--- config.mk ---
export PLATFORM = sky130hd
export DESIGN_NAME = hazard_ctrl
export DESIGN_NICKNAME = d
export VERILOG_FILES = /design/src/rtl/hazard_ctrl.sv
export SDC_FILE = /design/constraint.sdc
export NUM_CORES = 1
export LEC_CHECK = 0
export CORE_AREA = 4 4 50 52
export DETAILED_ROUTE_END_ITERATION = 12
export DIE_AREA = 0 0 54 56
export PLACE_DENSITY_LB_ADDON = 0.05
export SLEW_MARGIN = 0
export SYNTH_ARGS = -nofsm -noshare
export SYNTH_HDL_FRONTEND = slang
export SYNTH_SLANG_ARGS = --single-unit
--- constraint.sdc ---
create_clock -name clock -period 6.4 [get_ports clock]
set_input_delay 1.92 -clock clock [delete_from_list [all_inputs] [get_ports clock]]
set_output_delay 1.92 -clock clock [all_outputs]
set_load 0.01 [all_outputs]
--- src/rtl/hazard_ctrl.sv ---
// Pipeline hazard controller: load-use stalls, taken-branch flushes and multdiv sequencing.
// Optional multdiv watchdog enabled by defining HAZARD_CTRL_WATCHDOG_EN.
module hazard_ctrl #(
  parameter int MD_TIMEOUT = 40
) (
  input  logic        clock,
  input  logic        reset_n,
  input  logic [31:0] fd_insn,
  input  logic [31:0] dx_insn,
  input  logic        branch_taken,
  input  logic        md_ready,
  output logic        stall_fd,
  output logic        stall_dx,
  output logic        flush_fd,
  output logic        bubble_dx,
  output logic        bubble_xm,
  output logic        md_start,
  output logic        md_result_sel,
  output logic        md_timeout
);

  localparam logic [4:0] OP_R    = 5'b00000;
  localparam logic [4:0] OP_ADDI = 5'b00101;
  localparam logic [4:0] OP_SW   = 5'b00111;
  localparam logic [4:0] OP_LW   = 5'b01000;
  localparam logic [4:0] OP_BNE  = 5'b00010;
  localparam logic [4:0] OP_BLT  = 5'b00110;
  localparam logic [4:0] OP_JR   = 5'b00100;
  localparam logic [4:0] ALU_MUL = 5'b00110;
  localparam logic [4:0] ALU_DIV = 5'b00111;

  typedef enum logic [1:0] {
    RUN     = 2'd0,
    MD_WAIT = 2'd1,
    MD_DONE = 2'd2
  } state_t;

  state_t r_state;
  state_t w_state_next;

  logic [4:0] w_fd_op, w_fd_rd, w_fd_rs, w_fd_rt, w_fd_aluop;
  logic [4:0] w_dx_op, w_dx_rd, w_dx_aluop;
  logic       w_fd_uses_rs, w_fd_uses_rt, w_fd_uses_rd;
  logic       w_load_use, w_md_op, w_wd_expire;

  assign w_fd_op    = fd_insn[31:27];
  assign w_fd_rd    = fd_insn[26:22];
  assign w_fd_rs    = fd_insn[21:17];
  assign w_fd_rt    = fd_insn[16:12];
  assign w_fd_aluop = fd_insn[6:2];
  assign w_dx_op    = dx_insn[31:27];
  assign w_dx_rd    = dx_insn[26:22];
  assign w_dx_aluop = dx_insn[6:2];

  // Store data read from sw's rd is forwarded W->M, so it never needs a stall.
  assign w_fd_uses_rs = (w_fd_op == OP_R) || (w_fd_op == OP_ADDI) || (w_fd_op == OP_LW) ||
                        (w_fd_op == OP_SW) || (w_fd_op == OP_BNE) || (w_fd_op == OP_BLT);
  assign w_fd_uses_rt = (w_fd_op == OP_R) && (w_fd_aluop[4:1] != 4'b0010);
  assign w_fd_uses_rd = (w_fd_op == OP_BNE) || (w_fd_op == OP_BLT) || (w_fd_op == OP_JR);

  assign w_load_use = (w_dx_op == OP_LW) && (w_dx_rd != 5'd0) &&
                      ((w_fd_uses_rs && (w_fd_rs == w_dx_rd)) ||
                       (w_fd_uses_rt && (w_fd_rt == w_dx_rd)) ||
                       (w_fd_uses_rd && (w_fd_rd == w_dx_rd)));

  assign w_md_op = (w_dx_op == OP_R) && ((w_dx_aluop == ALU_MUL) || (w_dx_aluop == ALU_DIV));

`ifdef HAZARD_CTRL_WATCHDOG_EN
  logic [5:0] r_wd_cnt;
  logic       r_md_timeout;

  assign w_wd_expire = (r_state == MD_WAIT) && !md_ready &&
                       (r_wd_cnt == 6'(MD_TIMEOUT - 1));

  always_ff @(posedge clock or negedge reset_n) begin
    if (!reset_n) begin
      r_wd_cnt     <= 6'd0;
      r_md_timeout <= 1'b0;
    end else begin
      if ((r_state == RUN) && (w_state_next == MD_WAIT)) begin
        r_wd_cnt <= 6'd0;
      end else if (r_state == MD_WAIT) begin
        r_wd_cnt <= r_wd_cnt + 6'd1;
      end
      if (w_wd_expire) begin
        r_md_timeout <= 1'b1;
      end
    end
  end

  assign md_timeout = r_md_timeout;
`else
  assign w_wd_expire = 1'b0;
  assign md_timeout  = 1'b0;
`endif

  logic w_unused_bits;
  assign w_unused_bits = ^{fd_insn[11:7], fd_insn[1:0], dx_insn[21:7], dx_insn[1:0],
                           6'(MD_TIMEOUT)};

  // Outputs are gated by reset_n so they drop the instant reset asserts.
  always_comb begin
    w_state_next  = r_state;
    stall_fd      = 1'b0;
    stall_dx      = 1'b0;
    flush_fd      = 1'b0;
    bubble_dx     = 1'b0;
    bubble_xm     = 1'b0;
    md_start      = 1'b0;
    md_result_sel = 1'b0;
    if (reset_n) begin
      case (r_state)
        RUN: begin
          if (branch_taken) begin
            flush_fd  = 1'b1;
            bubble_dx = 1'b1;
          end else if (w_load_use) begin
            stall_fd  = 1'b1;
            bubble_dx = 1'b1;
          end else if (w_md_op) begin
            md_start     = 1'b1;
            w_state_next = MD_WAIT;
          end
        end
        MD_WAIT: begin
          stall_fd  = 1'b1;
          stall_dx  = 1'b1;
          bubble_xm = 1'b1;
          if (md_ready || w_wd_expire) begin
            w_state_next = MD_DONE;
          end
        end
        MD_DONE: begin
          md_result_sel = 1'b1;
          w_state_next  = RUN;
        end
        default: w_state_next = RUN;
      endcase
    end
  end

  always_ff @(posedge clock or negedge reset_n) begin
    if (!reset_n) begin
      r_state <= RUN;
    end else begin
      r_state <= w_state_next;
    end
  end

endmodule
# Word level (Yosys, flattened, before mapping)
# Index checks and enable logic that the tools add are counted.
[word_totals]
register_bits = 2
latch_bits = 0
ram_bits = 0
rom_bits = 0
in_bits = 68
output_inout_bits = 8
word_cells = 66
memories = 0
[op_classes]
add_sub_neg = 0
mul = 0
div = 0
magnitude_cmp = 0
n_eq_ne = 19
shift = 0
n_mux = 24
bitwise_logic = 0
n_reduce_logical = 22
[op_table]
columns = ["operator", "count"]
rows = [
  ["5-bit by 3-bit equality test with 1-bit output (second input constant)", 6],
  ["1-bit 2-to-1 mux", 18],
  ["5-bit equality test", 3],
  ["5-bit by 4-bit equality test with 1-bit output (second input constant)", 2],
  ["5-bit zero test", 2],
  ["1-bit logical OR", 10],
  ["2-bit 2-to-1 mux", 4],
  ["2-bit != test (second input constant)", 4],
  ["1-bit logical AND", 7],
  ["5-bit by 2-bit equality test with 1-bit output (second input constant)", 1],
  ["5-bit AND reduction", 1],
  ["5-bit nonzero test", 1],
  ["4-bit by 2-bit != test with 1-bit output (second input constant)", 1],
  ["2-bit case mux with 2 select lines", 1],
  ["2-bit by 1-bit equality test with 1-bit output (second input constant)", 1],
  ["2-bit equality test (second input constant)", 1],
  ["2-bit zero test", 1],
  ["1-bit case mux with 2 select lines", 1],
]

# Depth between registers and ports, before layout
# Gate-level depths: netlist (run 1).
[logic_depth]
word_depth = 14
ltp_mapped = 5
depth_no_buf = 5

# Worst setup path after synthesis (run 1)
# Ideal clock, no wire load.
[synth_path]
path_kind = "input to output"
startpoint = "input port dx_insn[26]"
endpoint = "output port bubble_dx"
t_arrival_ns = 3.150
required_time_ns = 4.480
setup_slack_ns = 1.330
path_stages = 5
path_buffers = 0
cell_sequence = "xor2_1 > or4_1 > o22ai_1 > a21oi_1 > o31ai_1"
[synth_between]
elab_chain_cells = 9
word_cells_on_any_way = 15
classes_between = "eq/ne (3); mux (4); reduce/logical (8)"
[synth_lines]
columns = ["item", "line", "text"]
rows = [
  ["from (decl)", "9", "input logic [31:0] dx_insn,"],
  ["5-bit equality test (on tied branches)", "62, 63", ""],
  ["1-bit logical AND (on tied branches)", "62, 63", ""],
  ["1-bit logical OR", "62", "((w_fd_uses_rs && (w_fd_rs == w_dx_rd)) ||"],
  ["1-bit logical OR", "63", "(w_fd_uses_rt && (w_fd_rt == w_dx_rd)) ||"],
  ["1-bit logical AND *", "61", "assign w_load_use = (w_dx_op == OP_LW) && (w_dx_rd != 5'd0) &&"],
  ["1-bit 2-to-1 mux *", "117", "end else if (w_load_use) begin"],
  ["1-bit 2-to-1 mux *", "114", "if (branch_taken) begin"],
  ["1-bit 2-to-1 mux *", "112", "case (r_state)"],
  ["1-bit 2-to-1 mux *", "111", "if (reset_n) begin"],
  ["to (decl)", "15", "output logic bubble_dx,"],
]
# Every way passes the cells marked *; elsewhere a longest branch is shown, timed or not.

# Worst setup path in the final report (run 1)
# Ends and elaborated chain as after synthesis.

==> results of run 1 <==
-- metal layers --
metal	up-vias	global-route usage [%]
li1	302	-
met1	235	12.76
met2	27	15.74
met3	2	3.217
met4	0	3.203
met5	-	0
-- critical path, stage by stage --
cell             delay, ns
clkdlybuf4s50_1       0.49
xor2_1                0.19
or4_1                 0.52
o22ai_1               0.17
a21oi_1               0.08
o31ai_1               0.25
clkdlybuf4s50_1       0.58
-- synthesized netlist by cell type (all sizes together) (2+ instances only) --
cell and count:
dfrtp 2, o31ai 2, nor3 3, o21ai 2, xor2 4, nand2 6
inv 4, buf 2, a21oi 2, xnor2 11, or4 2, nand4 3
nor2 3, o22ai 2
-- final cells by class --
class                      count  share of cell area [%]
sequential                     2                   5.369
timing repair buffer          48                   51.54
multi-input combinational     49                   35.30
clock buffer                   3                   2.416
tap                           28                   3.758
inverter                       4                   1.611
-- worst max-delay path by stage --
| stage | startpoint | depth (start not counted) | endpoint |
|---|---|---|---|
| floorplan | dx_insn[26] | 5 | bubble_dx |
| global placement | dx_insn[26] | 7 | bubble_dx |
| detailed placement | dx_insn[26] | 7 | stall_fd |
| CTS | dx_insn[26] | 7 | bubble_dx |
| global route | dx_insn[26] | 7 | bubble_dx |
| finish | dx_insn[26] | 7 | bubble_dx |
-- logic make-up (layout without fill, tap and decap cells) --
logic type / Yosys count / after routing
and+or+nand+nor: 23 / 23
xor gates and xnor gates: 15 / 15
other: 1 / 1
AOI/OAI and AO/OA: 10 / 10
buffers and inverters: 6 / 55
DFF: 2 / 2
-- per-stage QoR --
stage | power (µW) | instances | setup WS (ns)
floorplan | 26.22 | 57 | 1.330
global placement | 57.03 | 131 | 0.2697
finish | 84.80 | 134 | 0.2824
detailed placement | 57.25 | 131 | 0.2699
CTS | 87.26 | 134 | 0.2549
global route | 93.63 | 134 | 0.1118
-- report_power, final --
| part | internal, µW | switching [µW] |
|---|---|---|
| sequential | 12.8 | 0.0275 |
| combinational | 30.8 | 12.9 |
| clock | 20.7 | 7.60 |
| total | 64.3 | 20.5 |
-- cell usage in the layout, fill, tap and decap left out, types with 2 or more instances in the layout --
| master | instances |
|---|---|
| a21oi_1 | 2 |
| clkbuf_4 | 3 |
| clkdlybuf4s50_1 | 48 |
| dfrtp_1 | 2 |
| inv_1 | 4 |
| nand2_1 | 6 |
| nand4_1 | 3 |
| nor2_1 | 3 |
| nor3_1 | 3 |
| o21ai_0 | 2 |
| o22ai_1 | 2 |
| o31ai_1 | 2 |
| or4_1 | 2 |
| xnor2_1 | 11 |
| xor2_1 | 4 |
==> run summary, run 1 <==
R2R depth = 3
#FFs+latches synth = 2
Final setup fails = 0
Core ar. = 0.002106 mm²
Reg-to-reg endpoint = r_state[0]
Clk Latency, worst-skew pair = 0.23 ns
Setup CP Type = input pin to output port
Mux cell area share after synthesis = 0%
Initial core utilization = 19.43%
FF+latch area = 50.05 µm²
Reg2Reg Launch Point = r_state[0]
Critical path capture point type = output port
Top cell type by total area after synthesis = xnor2_1
Post-synthesis compound-gate area fraction = 15.60%
Critical Path AT = 4.20 ns
Tcrit/Tclk final = 95.59%
Clock root cell = clkbuf_4
Hold depth = 1
Register name with the most flops = r_state
Ys flop type = dfrtp_1
Drt first pass iters = 2
Synth Warn # = 0
# clock sinks = 2
Min-delay src = r_state[0]
Final TNS setup = 0 ns
Worst VDD drop = 64.10 µV
Fmax = 163.5 MHz
Post-synth EDFFs = 0
Setup bufs post-CTS = 0
Met2 wire len = 632 µm
Initial antenna violation count = 0
Area post-placement = 909.6 µm²
Routed length per instance = 10.17 µm
Row Count = 17
Largest family of logic cells by synthesized area = XOR/XNOR gates
Proportion of layout cells with a drive suffix above 1 = 3.774%
Post-layout util = 44.27%
Final hold violations = 0
Post-CTS sizing = 0
Simple-gate portion of the synthesized area = 31.80%
R2r setup slk = 5.27 ns
Hold_buf cts = 0
Clk slew on worst S/H paths = 0.03 ns
RSZ-0062 raised after global routing = false
Largest regs = r_state: 2 flops
Xor and xnor area share after synthesis = 32.11%
Largest net degree at the start of global routing = 6
Final-layout fill cell count = 218
Global-route wire length before repair = 2.380 mm
M1 WL = 568 µm
Die width = 54 µm
Syn_area_per_cell = 7.178 µm²
Worst-case clock buffer depth = 2
Top cells by area, synth = xnor2_1 (24%), dfrtp_1 (12%), xor2_1 (8.6%)
Design area = 932.1 µm²
Nets = 176
Crit Path Max Fanout = 4
Worst Skew = 0.001379 ns
Largest register FFs = 2
Mapped Cells = 57
Via/cell ratio = 4.224
CTS H-tree lvls = 1
Hold WS = 0.5417 ns
1st-iter DRT viols = 3
I/O pins = 76
Mapped Area = 409.1 µm²
Distinct cells, synth = 23
Pwr dens = 90.97 mW/mm²
Post-synthesis sequential area ratio = 12.23%
Synthesis-to-layout area growth = 127.8%
Synth Net Count = 125
Synth Area in Adders = 0%
Async S/R FF share, synth = 100.0%
Fin crit period = 6.118 ns
Hold Path Class = register to register
Grt total ovfl = 0
Vias post-DR = 566
Die Ht = 56 µm
Critical path required time = 4.48 ns
Total wire length = 1.363 mm
Tot GR Track Use = 10.07%
Routed Antenna Nets = 0
CTS tree = done
Max Slew Vio Count = 0
Status = finished clean
Vias in the first global route = 581
Hpwl dp = 1.299 mm
Max Cap Violations = 0
Top layer in use = met4
Drt drc = 0
GPL Wtd Cong = 0.6479
Multi-input logic area = 329.1 µm²
IO Port Bufs = 48
Startpoint type of the worst setup path = input pin
Met3 WL post-DR = 145 µm
Min-Delay Endpoint = r_state[0]
Ant. Diodes = 0
Synth top area share = 23.55%
Inserted Clock Buffers = 3
Die ar. = 0.003024 mm²
Leak = 0.0003569 µW
Power figures use the tool's default switching activity.
==> run 2: changes to the inputs <==
CORE_AREA = 4 4 53 55   (was 4 4 50 52)
DIE_AREA = 0 0 57 59   (was 0 0 54 56)
clock period = 5.55 ns   (was 6.4 ns; I/O delays follow)
==> run summary, run 2 (synthesis results as in run 1) <==
Status = finished clean
Drt drc = 0 (unchanged)
Largest register FFs = 2 (unchanged)
Row Count = 18 (+1)
Final TNS setup = 0 ns (unchanged)
Drt first pass iters = 4 (+2)
Die width = 57 µm (+5.6%)
Total wire length = 1.491 mm (+9.4%)
Tot GR Track Use = 9.103% (-0.96 points)
Worst VDD drop = 75.24 µV (+17%)
Most common cell after layout, fill and taps aside = clkdlybuf4s50_1
1st-iter DRT viols = 10 (+7)
Reg2Reg Launch Point = r_state[0]
Clk slew on worst S/H paths = 0.03 ns (about the same)
Setup CP Type = input pin to output port
Nets = 180 (+2.3%)
CTS tree = done
Pwr dens = 102.3 mW/mm² (+12%)
Sequential Power Share = 15.0% (about the same)
Critical path required time = 3.88 ns (-0.60 ns)
Setup crit start = dx_insn[26]
Fmax = 190.9 MHz
Post-Place Cells = 137 (+4.6%)
Post-layout util = 40.30% (-4.0 points)
Proportion of layout cells with a drive suffix above 1 = 7.273% (+3.5 points)
RSZ-0062 raised after global routing = false
Initial core utilization = 17.14% (-2.3 points)
Critical path capture point type = output port
Global-route wire length before repair = 2.421 mm (+1.7%)
Max Cap Violations = 0 (unchanged)
Tcrit/Tclk final = 94.36%
Min-delay src = r_state[0]
Largest regs = r_state: 2 flops
Initial antenna violation count = 0 (unchanged)
IO Port Bufs = 48 (unchanged)
Grt total ovfl = 0 (unchanged)
Switching share of power = 23.25% (-0.92 points)
Min-Delay Endpoint = r_state[0]
Final-layout fill cell count = 276 (+27%)
Fin crit period = 5.237 ns
Hold_buf cts = 0 (unchanged)
Max Slew Vio Count = 0 (unchanged)
Die Ht = 59 µm (+5.4%)
R2r setup slk = 4.40 ns (-0.87 ns)
Vias in the first global route = 590 (+1.5%)
Hold depth = 1 (unchanged)
Reg-to-reg endpoint = r_state[0]
Vias post-DR = 581 (+2.7%)
Die ar. = 0.003363 mm² (+11%)
Inserted Clock Buffers = 3 (unchanged)
R2R depth = 3 (unchanged)
Worst Skew = 0.001283 ns (-0.00009590 ns)
Clk Latency, worst-skew pair = 0.22 ns (about the same)
Power Internal = 75.57 µW (+18%)
Startpoint type of the worst setup path = input pin
Comb power frac = 53.6% (+2.1 points)
Hold Path Class = register to register
Ant. Diodes = 0 (unchanged)
Synthesis-to-layout area growth = 135.2%
Clock root cell = clkbuf_4
Psw = 22.89 µW (+12%)
# clock sinks = 2 (unchanged)
Hold WS = 0.5500 ns (+0.008262 ns)
Final Instance Count excl. Fillers = 140 (+4.5%)
Hpwl dp = 1.421 mm (+9.3%)
GPL Wtd Cong = 0.6641 (+2.5%)
Setup bufs post-CTS = 0 (unchanged)
I/O pins = 76 (unchanged)
Routed length per instance = 10.65 µm (+4.7%)
Worst-case clock buffer depth = 2 (unchanged)
Core ar. = 0.002387 mm² (+13%)
Critical Path AT = 3.57 ns (-0.63 ns)
Commonest non-fill, non-tap cells in the layout = clkdlybuf4s50_1 (46), xnor2_1 (11), nand2_1 (6)
Leak = 0.0003844 µW (+7.7%)
Via/cell ratio = 4.150 (-1.7%)
Largest net degree at the start of global routing = 6 (unchanged)
Routed Antenna Nets = 0 (unchanged)
Register name with the most flops = r_state
Final setup fails = 0 (unchanged)
Crit Path Max Fanout = 2 (-2)
Clock Power Share = 31.4% (-2.0 points)
CTS H-tree lvls = 1 (unchanged)
Final hold violations = 0 (unchanged)
[run 2: worst max path at each step]
stage	cells after the start	end	slack [ns]
final	7	stall_fd	0.31
after global routing	7	bubble_dx	0.18
after detailed placement	7	stall_fd	-0.01
after floorplan	5	bubble_dx	0.99
after CTS	7	stall_fd	0.28
after global placement	7	stall_fd	0.007
[run 2: critical path, cell delays in order]
cell and delay (ns):
clkdlybuf4s50_1 0.43, xor2_1 0.17, or4_1 0.53, o22ai_1 0.16, a21oi_1 0.08, o31ai_1 0.23, dlygate4sd2_1 0.31
[run 2: repair_timing]
action / CTS / global route
resized for setup: 2 / 0
setup endpoints to repair: 2 / 0
hold endpoints to repair: 0 / 0
[run 2: per-layer routing]
layer / GRT usage, % / routed length (µm) / vias up
li1: - / - / 310
met5: 0 / 0 / -
met2: 15.33 / 765 / 22
met1: 10.79 / 594 / 247
met4: 3.974 / 13 / 0
met3: 2.614 / 117 / 2
[run 2: layout make-up]
cell class                      instances  area [µm²]  area share [%]
Timing Repair Buffer                   52       508.0           52.80
Multi-Input combinational cell         49       329.1           34.20
Sequential cell                         2       50.05           5.202
Tap cell                               30       37.54           3.901
Clock buffer                            3       22.52           2.341
Inverter                                4       15.01           1.560
[run 2: power groups by stage]
stage	logic [µW]	clock network, µW	registers [µW]
3_5_place_dp	53.9	0	14.9
4_1_cts	53.7	32.6	14.8
2_1_floorplan	15.3	0	14.9
3_3_place_gp	53.4	0	14.9
5_1_grt	57.7	34.1	14.8
6_report	52.7	31.0	14.8
[run 2: through the flow]
step	area (µm²)	total power [µW]	setup slack [ns]
final	962.2	98.46	0.3128
after global routing	962.2	106.6	0.1791
after CTS	962.2	101.1	0.2844
after detailed placement	942.2	68.81	-0.01169
after global placement	942.2	68.32	0.007326
after floorplan	409.1	30.24	0.9900
